File: src/rtl/pmem_arb_pkg.sv
// pmem_arb_pkg
//   Shared types and constants for the physical-memory arbiter slice.
//   Items:
//     LINE_W       cacheline width in bits (matches the caches' s_line)
//     arb_state_t  arbiter FSM states: IDLE, GRANT_I, GRANT_D
package pmem_arb_pkg;

  localparam int LINE_W = 256;

  typedef enum logic [1:0] {
    IDLE    = 2'd0,
    GRANT_I = 2'd1,
    GRANT_D = 2'd2
  } arb_state_t;

endpackage

File: src/rtl/pmem_arbiter_if.sv
// pmem_arbiter_if
//   Bundles the I-cache, D-cache and cacheline-adapter pmem signals that meet
//   at the arbiter.
//   Modports:
//     slave   arbiter view: cache requests and adapter results in,
//             cache results and adapter requests out
//     master  environment view (caches + adapter), the mirror of slave
//   Signals:
//     i_pmem_read/i_pmem_address              I-cache line read request
//     i_pmem_rdata/i_pmem_resp                I-cache line data and done
//     d_pmem_read/d_pmem_write/d_pmem_address/d_pmem_wdata   D-cache request
//     d_pmem_rdata/d_pmem_resp                D-cache line data and done
//     ca_read/ca_write/ca_address/ca_wdata    request to cacheline adapter
//     ca_rdata/ca_resp                        result from cacheline adapter
interface pmem_arbiter_if
  import pmem_arb_pkg::*;
#(
  parameter int S_LINE = LINE_W
);

  logic              i_pmem_read;
  logic [31:0]       i_pmem_address;
  logic [S_LINE-1:0] i_pmem_rdata;
  logic              i_pmem_resp;

  logic              d_pmem_read;
  logic              d_pmem_write;
  logic [31:0]       d_pmem_address;
  logic [S_LINE-1:0] d_pmem_wdata;
  logic [S_LINE-1:0] d_pmem_rdata;
  logic              d_pmem_resp;

  logic              ca_read;
  logic              ca_write;
  logic [31:0]       ca_address;
  logic [S_LINE-1:0] ca_wdata;
  logic [S_LINE-1:0] ca_rdata;
  logic              ca_resp;

  modport slave (
    input  i_pmem_read, i_pmem_address,
    output i_pmem_rdata, i_pmem_resp,
    input  d_pmem_read, d_pmem_write, d_pmem_address, d_pmem_wdata,
    output d_pmem_rdata, d_pmem_resp,
    output ca_read, ca_write, ca_address, ca_wdata,
    input  ca_rdata, ca_resp
  );

  modport master (
    output i_pmem_read, i_pmem_address,
    input  i_pmem_rdata, i_pmem_resp,
    output d_pmem_read, d_pmem_write, d_pmem_address, d_pmem_wdata,
    input  d_pmem_rdata, d_pmem_resp,
    input  ca_read, ca_write, ca_address, ca_wdata,
    output ca_rdata, ca_resp
  );

endinterface

File: src/rtl/pmem_arb_checker.sv
// pmem_arb_checker
//   Protocol checks for the arbiter's cache-side handshake. Ignored while
//   rst is high.
//   Ports:
//     clk, rst   system clock, synchronous active-high reset
//     i_read     I-cache read request
//     d_read     D-cache read request
//     d_write    D-cache write request
//     state      arbiter FSM state
module pmem_arb_checker
  import pmem_arb_pkg::*;
(
  input logic       clk,
  input logic       rst,
  input logic       i_read,
  input logic       d_read,
  input logic       d_write,
  input arb_state_t state
);

  // The D-cache must never ask for a read and a write in the same cycle.
  a_d_rw_excl: assert property (@(posedge clk) disable iff (rst) !(d_read && d_write))
    else $error("pmem_arb_checker: D-cache read and write asserted together");

  // A granted requester must keep its request up until the adapter responds.
  a_i_hold: assert property (@(posedge clk) disable iff (rst) (state == GRANT_I) |-> i_read)
    else $error("pmem_arb_checker: I-cache dropped its request during a grant");

  a_d_hold: assert property (@(posedge clk) disable iff (rst) (state == GRANT_D) |-> (d_read || d_write))
    else $error("pmem_arb_checker: D-cache dropped its request during a grant");

endmodule

File: src/rtl/pmem_arb_stats.sv
// pmem_arb_stats
//   Grant statistics for the pmem arbiter. Present only when the build
//   defines PMEM_ARB_STATS_EN. All counters wrap and clear on rst.
//   Ports:
//     clk, rst        system clock, synchronous active-high reset
//     grant_i         pulse: an I-cache grant is issued this edge
//     grant_d         pulse: a D-cache grant is issued this edge
//     forced_i        pulse: the I grant was forced by the starvation limit
//     i_grant_count   I-cache grants issued
//     d_grant_count   D-cache grants issued
//     starve_events   forced I-cache grants
`ifdef PMEM_ARB_STATS_EN
module pmem_arb_stats (
  input  logic        clk,
  input  logic        rst,
  input  logic        grant_i,
  input  logic        grant_d,
  input  logic        forced_i,
  output logic [31:0] i_grant_count,
  output logic [31:0] d_grant_count,
  output logic [31:0] starve_events
);

  // Count I grants.
  always_ff @(posedge clk) begin
    if (rst) begin
      i_grant_count <= 32'd0;
    end else if (grant_i) begin
      i_grant_count <= i_grant_count + 32'd1;
    end
  end

  // Count D grants.
  always_ff @(posedge clk) begin
    if (rst) begin
      d_grant_count <= 32'd0;
    end else if (grant_d) begin
      d_grant_count <= d_grant_count + 32'd1;
    end
  end

  // Count I grants that overrode a pending D request.
  always_ff @(posedge clk) begin
    if (rst) begin
      starve_events <= 32'd0;
    end else if (forced_i) begin
      starve_events <= starve_events + 32'd1;
    end
  end

endmodule
`endif

File: src/rtl/pmem_arbiter.sv
// pmem_arbiter
//   Shares one cacheline adapter between the I-cache (read only) and the
//   D-cache (read/write). The D side has fixed priority; a starvation
//   counter forces an I grant after STARVE_LIMIT consecutive D grants that
//   were issued while I was waiting. Each grant costs one arbitration cycle
//   in IDLE, and a grant lasts until the adapter's ca_resp.
//   Parameters:
//     S_LINE        cacheline width in bits
//     STARVE_LIMIT  D grants tolerated while I waits (>= 1)
//   Ports:
//     clk, rst      system clock, synchronous active-high reset
//     bus           pmem_arbiter_if.slave: both caches' pmem_* and the ca_* port
//   Optional build macro:
//     PMEM_ARB_STATS_EN  adds i_grant_count, d_grant_count, starve_events
//                        (wrapping 32-bit counters, cleared by rst)
module pmem_arbiter
  import pmem_arb_pkg::*;
#(
  parameter int S_LINE       = LINE_W,
  parameter int STARVE_LIMIT = 4
) (
  input  logic          clk,
  input  logic          rst,
  pmem_arbiter_if.slave bus
`ifdef PMEM_ARB_STATS_EN
  ,
  output logic [31:0]   i_grant_count,
  output logic [31:0]   d_grant_count,
  output logic [31:0]   starve_events
`endif
);

  localparam int CNT_W = $clog2(STARVE_LIMIT + 1);
  localparam logic [CNT_W-1:0] LIMIT_C = CNT_W'(STARVE_LIMIT);

  arb_state_t       state_r;
  arb_state_t       state_next_s;
  logic [CNT_W-1:0] starve_cnt_r;
  logic [CNT_W-1:0] starve_cnt_next_s;
  logic             i_req_s;
  logic             d_req_s;
  logic             starve_hit_s;

  assign i_req_s = bus.i_pmem_read;
  assign d_req_s = bus.d_pmem_read | bus.d_pmem_write;
  // I has waited through STARVE_LIMIT D grants and must go next.
  assign starve_hit_s = i_req_s && (starve_cnt_r == LIMIT_C);

  // Next-state and starvation-count decision.
  always_comb begin
    state_next_s      = state_r;
    starve_cnt_next_s = starve_cnt_r;
    case (state_r)
      IDLE: begin
        if (d_req_s && !starve_hit_s) begin
          state_next_s = GRANT_D;
          if (i_req_s) begin
            // starve_hit_s is clear here, so the count is below the limit
            // and the increment cannot pass it.
            starve_cnt_next_s = starve_cnt_r + CNT_W'(1'b1);
          end else begin
            starve_cnt_next_s = {CNT_W{1'b0}};
          end
        end else if (i_req_s) begin
          state_next_s      = GRANT_I;
          starve_cnt_next_s = {CNT_W{1'b0}};
        end else begin
          state_next_s      = IDLE;
          starve_cnt_next_s = {CNT_W{1'b0}};
        end
      end
      GRANT_I: begin
        if (bus.ca_resp) begin
          state_next_s = IDLE;
        end else begin
          state_next_s = GRANT_I;
        end
      end
      GRANT_D: begin
        if (bus.ca_resp) begin
          state_next_s = IDLE;
        end else begin
          state_next_s = GRANT_D;
        end
      end
      default: begin
        state_next_s      = IDLE;
        starve_cnt_next_s = {CNT_W{1'b0}};
      end
    endcase
  end

  // State and starvation-count registers.
  always_ff @(posedge clk) begin
    if (rst) begin
      state_r      <= IDLE;
      starve_cnt_r <= {CNT_W{1'b0}};
    end else begin
      state_r      <= state_next_s;
      starve_cnt_r <= starve_cnt_next_s;
    end
  end

  // Route the granted requester onto the adapter; ca_resp only reaches the
  // owner of the current grant, so a stray response in IDLE goes nowhere.
  always_comb begin
    bus.ca_read     = 1'b0;
    bus.ca_write    = 1'b0;
    bus.ca_address  = 32'h0000_0000;
    bus.ca_wdata    = {S_LINE{1'b0}};
    bus.i_pmem_resp = 1'b0;
    bus.d_pmem_resp = 1'b0;
    case (state_r)
      IDLE: begin
        bus.ca_read = 1'b0;
      end
      GRANT_I: begin
        bus.ca_read     = bus.i_pmem_read;
        bus.ca_address  = bus.i_pmem_address;
        bus.i_pmem_resp = bus.ca_resp;
      end
      GRANT_D: begin
        bus.ca_read     = bus.d_pmem_read;
        bus.ca_write    = bus.d_pmem_write;
        bus.ca_address  = bus.d_pmem_address;
        bus.ca_wdata    = bus.d_pmem_wdata;
        bus.d_pmem_resp = bus.ca_resp;
      end
      default: begin
        bus.ca_read = 1'b0;
      end
    endcase
  end

  // Line data goes to both caches; only the owner sees a resp.
  assign bus.i_pmem_rdata = bus.ca_rdata;
  assign bus.d_pmem_rdata = bus.ca_rdata;

  pmem_arb_checker u_checker (
    .clk     (clk),
    .rst     (rst),
    .i_read  (bus.i_pmem_read),
    .d_read  (bus.d_pmem_read),
    .d_write (bus.d_pmem_write),
    .state   (state_r)
  );

`ifdef PMEM_ARB_STATS_EN
  logic grant_i_s;
  logic grant_d_s;
  logic forced_i_s;

  assign grant_i_s  = (state_r == IDLE) && (state_next_s == GRANT_I);
  assign grant_d_s  = (state_r == IDLE) && (state_next_s == GRANT_D);
  // An I grant is forced when D was also asking in that arbitration cycle.
  assign forced_i_s = grant_i_s && d_req_s;

  pmem_arb_stats u_stats (
    .clk           (clk),
    .rst           (rst),
    .grant_i       (grant_i_s),
    .grant_d       (grant_d_s),
    .forced_i      (forced_i_s),
    .i_grant_count (i_grant_count),
    .d_grant_count (d_grant_count),
    .starve_events (starve_events)
  );
`endif

endmodule

File: src/flat_wrapper.sv
// flat-port wrapper written by rule: the top's interface ports become plain ports
module pmem_arbiter_flat import pmem_arb_pkg::*;
#(
  parameter int S_LINE       = LINE_W,
  parameter int STARVE_LIMIT = 4
)
  (clk, rst, bus_i_pmem_read, bus_i_pmem_address, bus_i_pmem_rdata, bus_i_pmem_resp, bus_d_pmem_read, bus_d_pmem_write, bus_d_pmem_address, bus_d_pmem_wdata, bus_d_pmem_rdata, bus_d_pmem_resp, bus_ca_read, bus_ca_write, bus_ca_address, bus_ca_wdata, bus_ca_rdata, bus_ca_resp);
  pmem_arbiter_if #(.S_LINE(S_LINE)) bus_i ();
  input  logic clk;
  input  logic rst;
  input wire logic [$bits(bus_i.i_pmem_read)-1:0] bus_i_pmem_read;
  input wire logic [$bits(bus_i.i_pmem_address)-1:0] bus_i_pmem_address;
  output wire logic [$bits(bus_i.i_pmem_rdata)-1:0] bus_i_pmem_rdata;
  output wire logic [$bits(bus_i.i_pmem_resp)-1:0] bus_i_pmem_resp;
  input wire logic [$bits(bus_i.d_pmem_read)-1:0] bus_d_pmem_read;
  input wire logic [$bits(bus_i.d_pmem_write)-1:0] bus_d_pmem_write;
  input wire logic [$bits(bus_i.d_pmem_address)-1:0] bus_d_pmem_address;
  input wire logic [$bits(bus_i.d_pmem_wdata)-1:0] bus_d_pmem_wdata;
  output wire logic [$bits(bus_i.d_pmem_rdata)-1:0] bus_d_pmem_rdata;
  output wire logic [$bits(bus_i.d_pmem_resp)-1:0] bus_d_pmem_resp;
  output wire logic [$bits(bus_i.ca_read)-1:0] bus_ca_read;
  output wire logic [$bits(bus_i.ca_write)-1:0] bus_ca_write;
  output wire logic [$bits(bus_i.ca_address)-1:0] bus_ca_address;
  output wire logic [$bits(bus_i.ca_wdata)-1:0] bus_ca_wdata;
  input wire logic [$bits(bus_i.ca_rdata)-1:0] bus_ca_rdata;
  input wire logic [$bits(bus_i.ca_resp)-1:0] bus_ca_resp;
  assign bus_i.i_pmem_read = bus_i_pmem_read;
  assign bus_i.i_pmem_address = bus_i_pmem_address;
  assign bus_i_pmem_rdata = bus_i.i_pmem_rdata;
  assign bus_i_pmem_resp = bus_i.i_pmem_resp;
  assign bus_i.d_pmem_read = bus_d_pmem_read;
  assign bus_i.d_pmem_write = bus_d_pmem_write;
  assign bus_i.d_pmem_address = bus_d_pmem_address;
  assign bus_i.d_pmem_wdata = bus_d_pmem_wdata;
  assign bus_d_pmem_rdata = bus_i.d_pmem_rdata;
  assign bus_d_pmem_resp = bus_i.d_pmem_resp;
  assign bus_ca_read = bus_i.ca_read;
  assign bus_ca_write = bus_i.ca_write;
  assign bus_ca_address = bus_i.ca_address;
  assign bus_ca_wdata = bus_i.ca_wdata;
  assign bus_i.ca_rdata = bus_ca_rdata;
  assign bus_i.ca_resp = bus_ca_resp;
  pmem_arbiter #(.S_LINE(S_LINE), .STARVE_LIMIT(STARVE_LIMIT)) u_core (.clk(clk), .rst(rst), .bus(bus_i));
endmodule
File: config.mk
export PLATFORM = sky130hd
export DESIGN_NAME = pmem_arbiter_flat
export DESIGN_NICKNAME = d
export VERILOG_FILES = /design/src/rtl/pmem_arb_pkg.sv /design/src/rtl/pmem_arbiter_if.sv /design/src/rtl/pmem_arb_checker.sv /design/src/rtl/pmem_arb_stats.sv /design/src/rtl/pmem_arbiter.sv /design/src/flat_wrapper.sv
export SDC_FILE = /design/constraint.sdc
export NUM_CORES = 1
export LEC_CHECK = 0
export CAP_MARGIN = 20
export CORE_AREA = 2 2 538 540
export CTS_CLUSTER_SIZE = 8
export DETAILED_ROUTE_END_ITERATION = 10
export DIE_AREA = 0 0 540 542
export PLACE_DENSITY = 0.3
export SLEW_MARGIN = 25
export SYNTH_ARGS = -nofsm -noshare
export SYNTH_HDL_FRONTEND = slang
export SYNTH_SLANG_ARGS = --single-unit
File: constraint.sdc
create_clock -name clk -period 1.73 [get_ports clk]
set_clock_uncertainty 0.15 [all_clocks]
set_input_delay 0.2595 -clock clk [delete_from_list [all_inputs] [get_ports clk]]
set_output_delay 0.2595 -clock clk [all_outputs]
set_load 0.02 [all_outputs]
Word-level counts from Yosys, hierarchy flattened
Index checks and enable logic that the tools add are counted.
{"block": "word_totals", "regBits": 5, "latchBits": 0, "ramBits": 0, "mem_bits_ro": 0, "in_bits": 582, "out_inout_bits": 804, "word_cells": 26, "memories": 0}
{"block": "op_classes", "addsub": 1, "n_mul": 0, "n_div": 0, "magnitude_cmp": 0, "eq_ne": 3, "shifts": 0, "mux": 14, "n_bitwise": 1, "reduce_logical": 5}
{"op": "256-bit 2-to-1 mux", "count": 1}
{"op": "32-bit one-hot mux with 2 select lines", "count": 1}
{"op": "3-bit 2-to-1 mux", "count": 2}
{"op": "2-bit one-hot mux with 3 select lines", "count": 1}
{"op": "3-bit one-hot mux with 2 select lines", "count": 1}
{"op": "1-bit 2-to-1 mux", "count": 5}
{"op": "2-bit 2-to-1 mux", "count": 2}
{"op": "3-bit by 1-bit adder with 3-bit output (second input constant)", "count": 1}
{"op": "3-bit equality test (second input constant)", "count": 1}
{"op": "2-bit by 1-bit equality test with 1-bit output (second input constant)", "count": 1}
{"op": "2-bit equality test (second input constant)", "count": 1}
{"op": "1-bit logical AND", "count": 2}
{"op": "2-bit logical NOT", "count": 1}
{"op": "1-bit one-hot mux with 2 select lines", "count": 1}
{"op": "2-bit OR reduction", "count": 1}
{"op": "1-bit logical NOT", "count": 1}
{"op": "1-bit bitwise OR", "count": 1}

Depth between registers and ports, before layout
Gate-level depths: netlist (run 1).
{"block": "logic_depth", "ltp_word": 6, "ltp_mapped": 6, "mapped_depth_nobuf": 5}

Worst setup path after synthesis (run 1)
Ideal clock, no wire load.
{"block": "synth_path", "path_kind": "register to output", "startpoint": "reg u_core.state_r[0]", "endpoint": "out bus_ca_address[0]", "arrival_time_ns": 1.387, "required_ns": 1.321, "path_slack_ns": -0.067, "path_stages_with_launch": 6, "n_path_buf": 2, "cell_sequence": "dfxtp_1 > inv_1 > ha_1 > buf_2 > clkbuf_1 > nor2b_1"}
{"block": "synth_between", "elab_chain_len": 2, "elab_cells_between_ends": 3, "classes_between": "eq/ne: 2; mux: 1"}
{"item": "from (decl)", "line_no": "pmem_arbiter.sv:36", "rtl": "arb_state_t state_r;"}
{"item": "from (signal assigned)", "line_no": "pmem_arbiter.sv:99", "rtl": "state_r <= state_next_s;"}
{"item": "2-bit equality test / 2-bit by 1-bit equality test with 1-bit output (equally long branches)", "line_no": "pmem_arbiter.sv:113", "rtl": "case (state_r)"}
{"item": "32-bit one-hot mux with 2 select lines *", "line_no": "pmem_arbiter.sv:113"}
{"item": "to (decl)", "line_no": "flat_wrapper.sv:23", "rtl": "output wire logic [$bits(bus_i.ca_address)-1:0] bus_ca_address;"}
Every way passes the cells marked *; elsewhere a longest branch is shown, timed or not.

Worst setup path in the final report (run 1)
{"block": "layout_path", "startpoint": "reg u_core.state_r[0]", "endpoint": "out bus_ca_address[4]"}
Same word-level chain as after synthesis.

==> impl_metrics.tcl, run 1 <==
set metrics [dict create \
    status "complete, but fails checks" \
    violations "setup timing" \
    cts_sinks 5 \
    routed_wl_mm 188.1 \
    slew_violations 0 \
    syn_to_final_growth_pct 160.6 \
    ys_ff_latch 5 \
    place_area_um2 15220 \
    reg2reg_setup_slack_ns 0.04 \
    tightest_slew_ns 0.5290 \
    core_area_um2 286900 \
    synth_area_leaders "buf_4 60%, and2_1 25%, a22oi_1 3.8%" \
    rsz0062_at_grt "true" \
    relSlewSlack_pct 64.73 \
    layout-drive-gt1-share_pct 53.96 \
    path_max_fanout 9 \
    final.min_clock_period_ns 2.481 \
    dr.pass1.iters 4 \
    cap_violations 0 \
    period_share_pct 143.4 \
    clock_latency_ns 0.26 \
    die_w_um 540 \
    syn_avg_cell_area_um2 7.079 \
    grt_pass1_wl_mm 204.7 \
    start_kind "flip-flop" \
    dp_hpwl_mm 177.6 \
    worstHoldPathCells 0 \
    first_global_vias 7274 \
    min-delay-start "bus_ca_rdata[160]" \
    grt_overflow 0 \
    cts.reportedPaths.clkPinSlew_ns 0.03 \
    n_fill_cell 33810 \
    holdCritPathClass "in2out" \
    yosysUniqueCellTypes 24 \
    synth_edf_count 0 \
    required_ns 1.32 \
    via_per_inst 1.589 \
    cts_tree "yes" \
    design.final.nets 1649 \
    powerDensity_nw_per_um2 332.7 \
    yosysSeqAreaShare_pct 1.550 \
    grt_usage_pct 12.27 \
    die_h_um 542 \
    setup_viol 292 \
    end_kind "output pin" \
    synth_top_cell_by_area "buf_4" \
    drc_errors 0 \
    cp.arrival_ns 2.07 \
    initial_core_util_pct 2.250 \
    port-buffer-count 617 \
    design_area_um2 16830 \
    yosys_warnings 0 \
    wl_per_cell_um 38.34 \
    rr_startpoint "u_core.state_r[0]" \
    power_leakage_uw 0.005225 \
    die-area_um2 292700 \
    htreeDepth 1 \
    grt_max_degree 18 \
    ys.flop_type "dfxtp_1" \
    antenna_found_initial 214 \
    cts_hold_buf 0 \
    worstRegToRegCells 8 \
    vdd_drop_max_uv 343.1 \
    worst_slack_ns -0.7514 \
    drtIter0Drc 385 \
    dp_slack_ns -0.9457 \
    fp-row-count 197 \
    num_vias 7796 \
    r2r_end "u_core.starve_cnt_r[2]" \
    hold_viol_final 0 \
    clockBufferDepth 2 \
    cts_buffers 3 \
    crit_type "reg2out" \
    place_congestion 0.8060 \
    min_to "bus_i_pmem_rdata[160]" \
    ios 1386 \
    timing.fmax_ghz 0.4030 \
    netlist.area_leader.share_pct 60.00 \
    ant_nets 0 \
    synth_cells 912 \
    synth_area_um2 6456 \
    clockRootBuffer "clkbuf_16" \
    synthArstFlopShare_pct 0 \
    syn_nets 1500 \
]
## stage by stage
| stage | total power, uW | TNS, ns | util (%) | std cells | hold WS (ns) |
|---|---|---|---|---|---|
| finish | 5598 | -138.30 | 5.865 | 4907 | 0.3690 |
| global route | 5870 | -154.13 | 5.830 | 4867 | 0.3691 |
| CTS | 5493 | -135.25 | 5.641 | 4830 | 0.3694 |
| detailed placement | 4545 | -79.89 | 5.303 | 4790 | 0.3675 |
| global placement | 4546 | -78.41 | 5.303 | 4790 | 0.3443 |
| floorplan | 3073 | 0 | - | 912 | 0.1786 |
## cells by family after synthesis
kind of cell	synth area share, %
AOI/OAI and AO/OA	4.961
adders and majority gates	1.163
DFF	1.550
and+or+nand+nor	29.01
buffers and inverters	63.31
## where the power goes
part           leakage, uW  total, uW  switching (uW)  internal [uW]
clock network    0.0000386        377            72.6            304
logic              0.00515       5100            2260           2840
registers        0.0000415        126            3.74            122
total              0.00523       5600            2330           3260
## state kept, by name (all words and copies together) (netlist names)
name / count
u_core.starve_cnt_r: 3
u_core.state_r: 2
## area by class of cell
type	count	area, um2	area share, %
well taps	3781	4731	28.12
clock buffers	4	78.83	0.4685
repair buffers	696	8859	52.65
flip-flops and latches	5	102.6	0.6098
multi-input cells	350	2869	17.05
inverters	5	21.27	0.1264
diodes	66	165.2	0.9816
## worst max-delay path, stage by stage, from the launching register on
cell     delay [ns]
dfxtp_2        0.33
buf_4          0.12
inv_4          0.04
ha_4           0.18
buf_12         0.15
buf_16         0.15
buf_6          0.12
a22oi_2        0.43
nor2b_2        0.11
buf_6          0.15
## cells in the mapped netlist, types with 2 or more instances
master    count
a22oi_1      33
nor2_1        2
buf_6         3
buf_4       516
dfxtp_1       5
and2_1      260
nor2b_1      33
nand2_1       2
ha_1          6
a32oi_1       2
nor3b_1       2
clkbuf_1      3
buf_2         5
a21oi_1       2
inv_1         5
clkbuf_2     25
## layout by cell type (no fill, tap or decap), types with 2 or more instances in the layout
cell type	synthesis	layout
clkdlybuf4s50_1	0	325
buf_12	0	175
and2_4	0	139
and2_1	260	121
buf_4	516	74
diode_2	0	66
buf_6	3	62
a22oi_2	0	25
nor2b_2	0	24
buf_2	5	22
buf_16	0	12
clkdlybuf4s15_2	0	12
a22oi_1	33	8
clkbuf_16	0	8
buf_8	0	7
nor2b_1	33	5
nor2b_4	0	4
inv_1	5	3
ha_4	0	3
ha_1	6	3
dfxtp_1	5	3
a21oi_1	2	2
a32oi_1	2	2
nor2_1	2	2
nand2_1	2	2
nor3b_1	2	2
dfxtp_2	0	2
## routing by layer
layer | part of all wire, % | global-route usage, %
met2 | 41 | 18.10
met3 | 34 | 20.23
met4 | 2.7 | 2.921
met5 | 0.81 | 1.364
met1 | 21 | 7.082
## worst max-delay path by stage
stage | endpoint | depth (start not counted) | start
after floorplan | bus_ca_address[0] | 5 | u_core.state_r[0]
after global placement | bus_ca_address[2] | 9 | u_core.state_r[1]
after detailed placement | bus_ca_address[2] | 9 | u_core.state_r[1]
after CTS | bus_ca_address[3] | 9 | u_core.state_r[0]
after global routing | bus_ca_address[7] | 8 | u_core.state_r[0]
final | bus_ca_address[4] | 9 | u_core.state_r[0]
## repair_timing
item,CTS,global route
buffers inserted,27,10
gates resized for setup,573,201
setup endpoints to repair,292,295
gates cloned,10,5
pin swaps,30,37
Power figures use the tool's default switching activity.
==> run 2, diff against run 1 <==
--- a/config.mk
+++ b/config.mk
@@ -5,13 +5,13 @@
 export SDC_FILE = /design/constraint.sdc
 export NUM_CORES = 1
 export LEC_CHECK = 0
-export CAP_MARGIN = 20
-export CORE_AREA = 2 2 538 540
+export CORE_AREA = 2 2 536 538
 export CTS_CLUSTER_SIZE = 8
 export DETAILED_ROUTE_END_ITERATION = 10
-export DIE_AREA = 0 0 540 542
+export DIE_AREA = 0 0 538 540
 export PLACE_DENSITY = 0.3
 export SLEW_MARGIN = 25
 export SYNTH_ARGS = -nofsm -noshare
 export SYNTH_HDL_FRONTEND = slang
+export SYNTH_HIERARCHICAL = 1
 export SYNTH_SLANG_ARGS = --single-unit
==> run 2 against run 1 <==
Against the previous run:
- the flow still finishes with violations (setup timing)
- fmax rose by 6.0%
- setup slack better by 0.14 ns
- total power grew 15%
- global-route usage up 1.4 points
- sequential share of layout area is essentially flat
- combinational power rose by 16%
- clock-buffer cell count did not move
- cell count grew 0.41%
- cell area is 8.9% higher
- via count grew 2.8%
- synthesized cell count increased by 0.11%
- wire length increased by 9.7%
- critical path type unchanged
- critical endpoint is now bus_ca_address[1]
==> impl_metrics.tcl, run 2 <==
set metrics [dict create \
    fp-row-count 196 \
    grt_max_degree 16 \
    cp.arrival_ns 1.93 \
    hold_viol_final 0 \
    powerDensity_nw_per_um2 350.4 \
    ant_nets 0 \
    tightest_slew_ns 0.4780 \
    drc_errors 0 \
    holdCritPathClass "in2out" \
    syn_to_final_growth_pct 186.0 \
    dp_cells 4771 \
    die-area_um2 290500 \
    syn_avg_cell_area_um2 7.017 \
    crit_type "reg2out" \
    clockRootBuffer "clkbuf_16" \
    min-delay-start "bus_ca_rdata[0]" \
    worstRegToRegCells 8 \
    synth_edf_count 0 \
    worst_slack_ns -0.6116 \
    ios 1386 \
    start_kind "flip-flop" \
    htreeDepth 1 \
    syn_nets 1501 \
    synth_most_common_cell "buf_4" \
    grt_pass1_wl_mm 225.1 \
    synth_cells 913 \
    final.setup.tns_ns -104.71 \
    required_ns 1.32 \
    dp_hpwl_mm 194.3 \
    yosysSeqAreaShare_pct 1.563 \
    synth_common_cells "512 x buf_4, 259 x and2_1, 34 x a22oi_1, 33 x nor2b_1, 29 x clkbuf_1" \
    antenna_found_initial 235 \
    path_max_fanout 6 \
    ys.flop_type "dfxtp_1" \
    wl_per_cell_um 41.87 \
    largest_reg_flops 3 \
    n_fill_cell 33313 \
    via_per_inst 1.627 \
    routed_wl_mm 206.3 \
    min_to "bus_i_pmem_rdata[0]" \
    first_global_vias 7717 \
    layout-drive-gt1-share_pct 67.25 \
    synth_area_um2 6406 \
    synth_area_leaders "buf_4 60%, and2_1 25%, a22oi_1 4.0%" \
    cts.reportedPaths.clkPinSlew_ns 0.03 \
    grt_usage_pct 13.65 \
    slew_violations 0 \
    port-buffer-count 617 \
    rsz0062_at_grt "true" \
    r2r_end "u_core/starve_cnt_r[1]" \
    regMostFlops "u_core/starve_cnt_r" \
    drtIter0Drc 292 \
    timing.fmax_ghz 0.4271 \
    core_area_um2 284500 \
    grt_overflow 0 \
    fin_util_pct 6.440 \
    cts_sinks 5 \
    yosys_warnings 6 \
    clock_latency_ns 0.23 \
    cap_violations 0 \
    final_cell_mix "325 x clkdlybuf4s50_1, 254 x and2_4, 208 x buf_12" \
    cts_buffers 3 \
    cts_tree "yes" \
    final_common_cell "clkdlybuf4s50_1" \
    final.min_clock_period_ns 2.342 \
    initial_core_util_pct 2.252 \
    place_area_um2 15430 \
    synthArstFlopShare_pct 0 \
    place_congestion 0.7732 \
    end_kind "output pin" \
    worstHoldPathCells 0 \
    dp_slack_ns -0.8038 \
    power_leakage_uw 0.005808 \
    netlist.area_leader.share_pct 60.00 \
    setup_viol 295 \
    final_cells 4927 \
    rr_startpoint "u_core/state_r[1]" \
    design_area_um2 18320 \
    die_h_um 540 \
    violations "setup timing" \
    synth_top_cell_by_area "buf_4" \
    ys_ff_latch 5 \
    clockBufferDepth 2 \
    status "complete, but fails checks" \
    vdd_drop_max_uv 283.2 \
    dr.pass1.iters 6 \
    num_vias 8014 \
    die_w_um 538 \
    period_share_pct 135.4 \
    reg2reg_setup_slack_ns -0.11 \
    relSlewSlack_pct 68.13 \
    yosysUniqueCellTypes 22 \
    design.final.nets 1676 \
    top_regs "u_core/starve_cnt_r: 3 flops, u_core/state_r: 2 flops" \
]
[run 2: cells by family after synthesis]
group           count (synthesis)  synth area share [%]
buf+inv                       557                 62.85
simple gates                  302                 29.32
compound gates                 43                 5.097
fa+ha+maj                       6                 1.172
flops                           5                 1.563
[run 2: how the worst max path moves through the flow]
stage                      startpoint            endpoint  cells past startpoint  slack (ns)
floorplan           u_core/state_r[0]  bus_ca_address[13]                      5       0.006
global placement    u_core/state_r[0]  bus_ca_address[20]                      8       -0.80
detailed placement  u_core/state_r[0]   bus_ca_address[9]                      8       -0.80
CTS                 u_core/state_r[0]  bus_ca_address[23]                      9       -0.65
global route        u_core/state_r[0]  bus_ca_address[23]                      9       -0.64
finish              u_core/state_r[0]   bus_ca_address[1]                      8       -0.61
[run 2: through the flow]
| step | power, uW | hold slack [ns] |
|---|---|---|
| floorplan | 3050 | 0.1786 |
| global placement | 4750 | 0.3237 |
| detailed placement | 4746 | 0.3299 |
| CTS | 6510 | 0.3357 |
| global route | 6721 | 0.3690 |
| finish | 6420 | 0.3690 |
[run 2: cell type report]
type / instances / area [um2] / area share [%]
antenna: 78 / 195.2 / 1.065
clock buffer: 4 / 78.83 / 0.4302
inverter: 5 / 21.27 / 0.1161
multi-input combinational: 351 / 3233 / 17.65
sequential: 5 / 102.6 / 0.5600
tap: 3762 / 4707 / 25.69
timing repair buffer: 722 / 9983 / 54.49
[run 2: layer usage]
layer | share of wire, % | vias up | GRT usage [%]
li1 | - | 2760 | -
met1 | 24 | 3249 | 9.587
met2 | 40 | 1443 | 19.48
met3 | 32 | 399 | 20.36
met4 | 3.3 | 163 | 3.779
met5 | 0.60 | - | 0.5996
[run 2: worst max-delay path: stages (launching register included)]
cell	delay [ns]
dfxtp_2	0.33
inv_2	0.05
ha_4	0.17
buf_12	0.15
buf_16	0.15
buf_16	0.16
a22oi_2	0.38
nor2b_2	0.11
buf_12	0.16
[run 2: where the power goes]
part | switching, uW | internal (uW) | leakage [uW]
sequential | 6.46 | 122 | 0.0000415
clock | 73.1 | 305 | 0.0000386
combinational | 2490 | 3420 | 0.00573
total | 2570 | 3850 | 0.00581
[run 2: timing repair]
item,in CTS,in global routing
resized for setup,761,176
hold endpoints to repair,0,0
setup endpoints to repair,294,296
buffers inserted,47,20
hold buffers,0,0
gates cloned,29,2
pin swaps,126,67
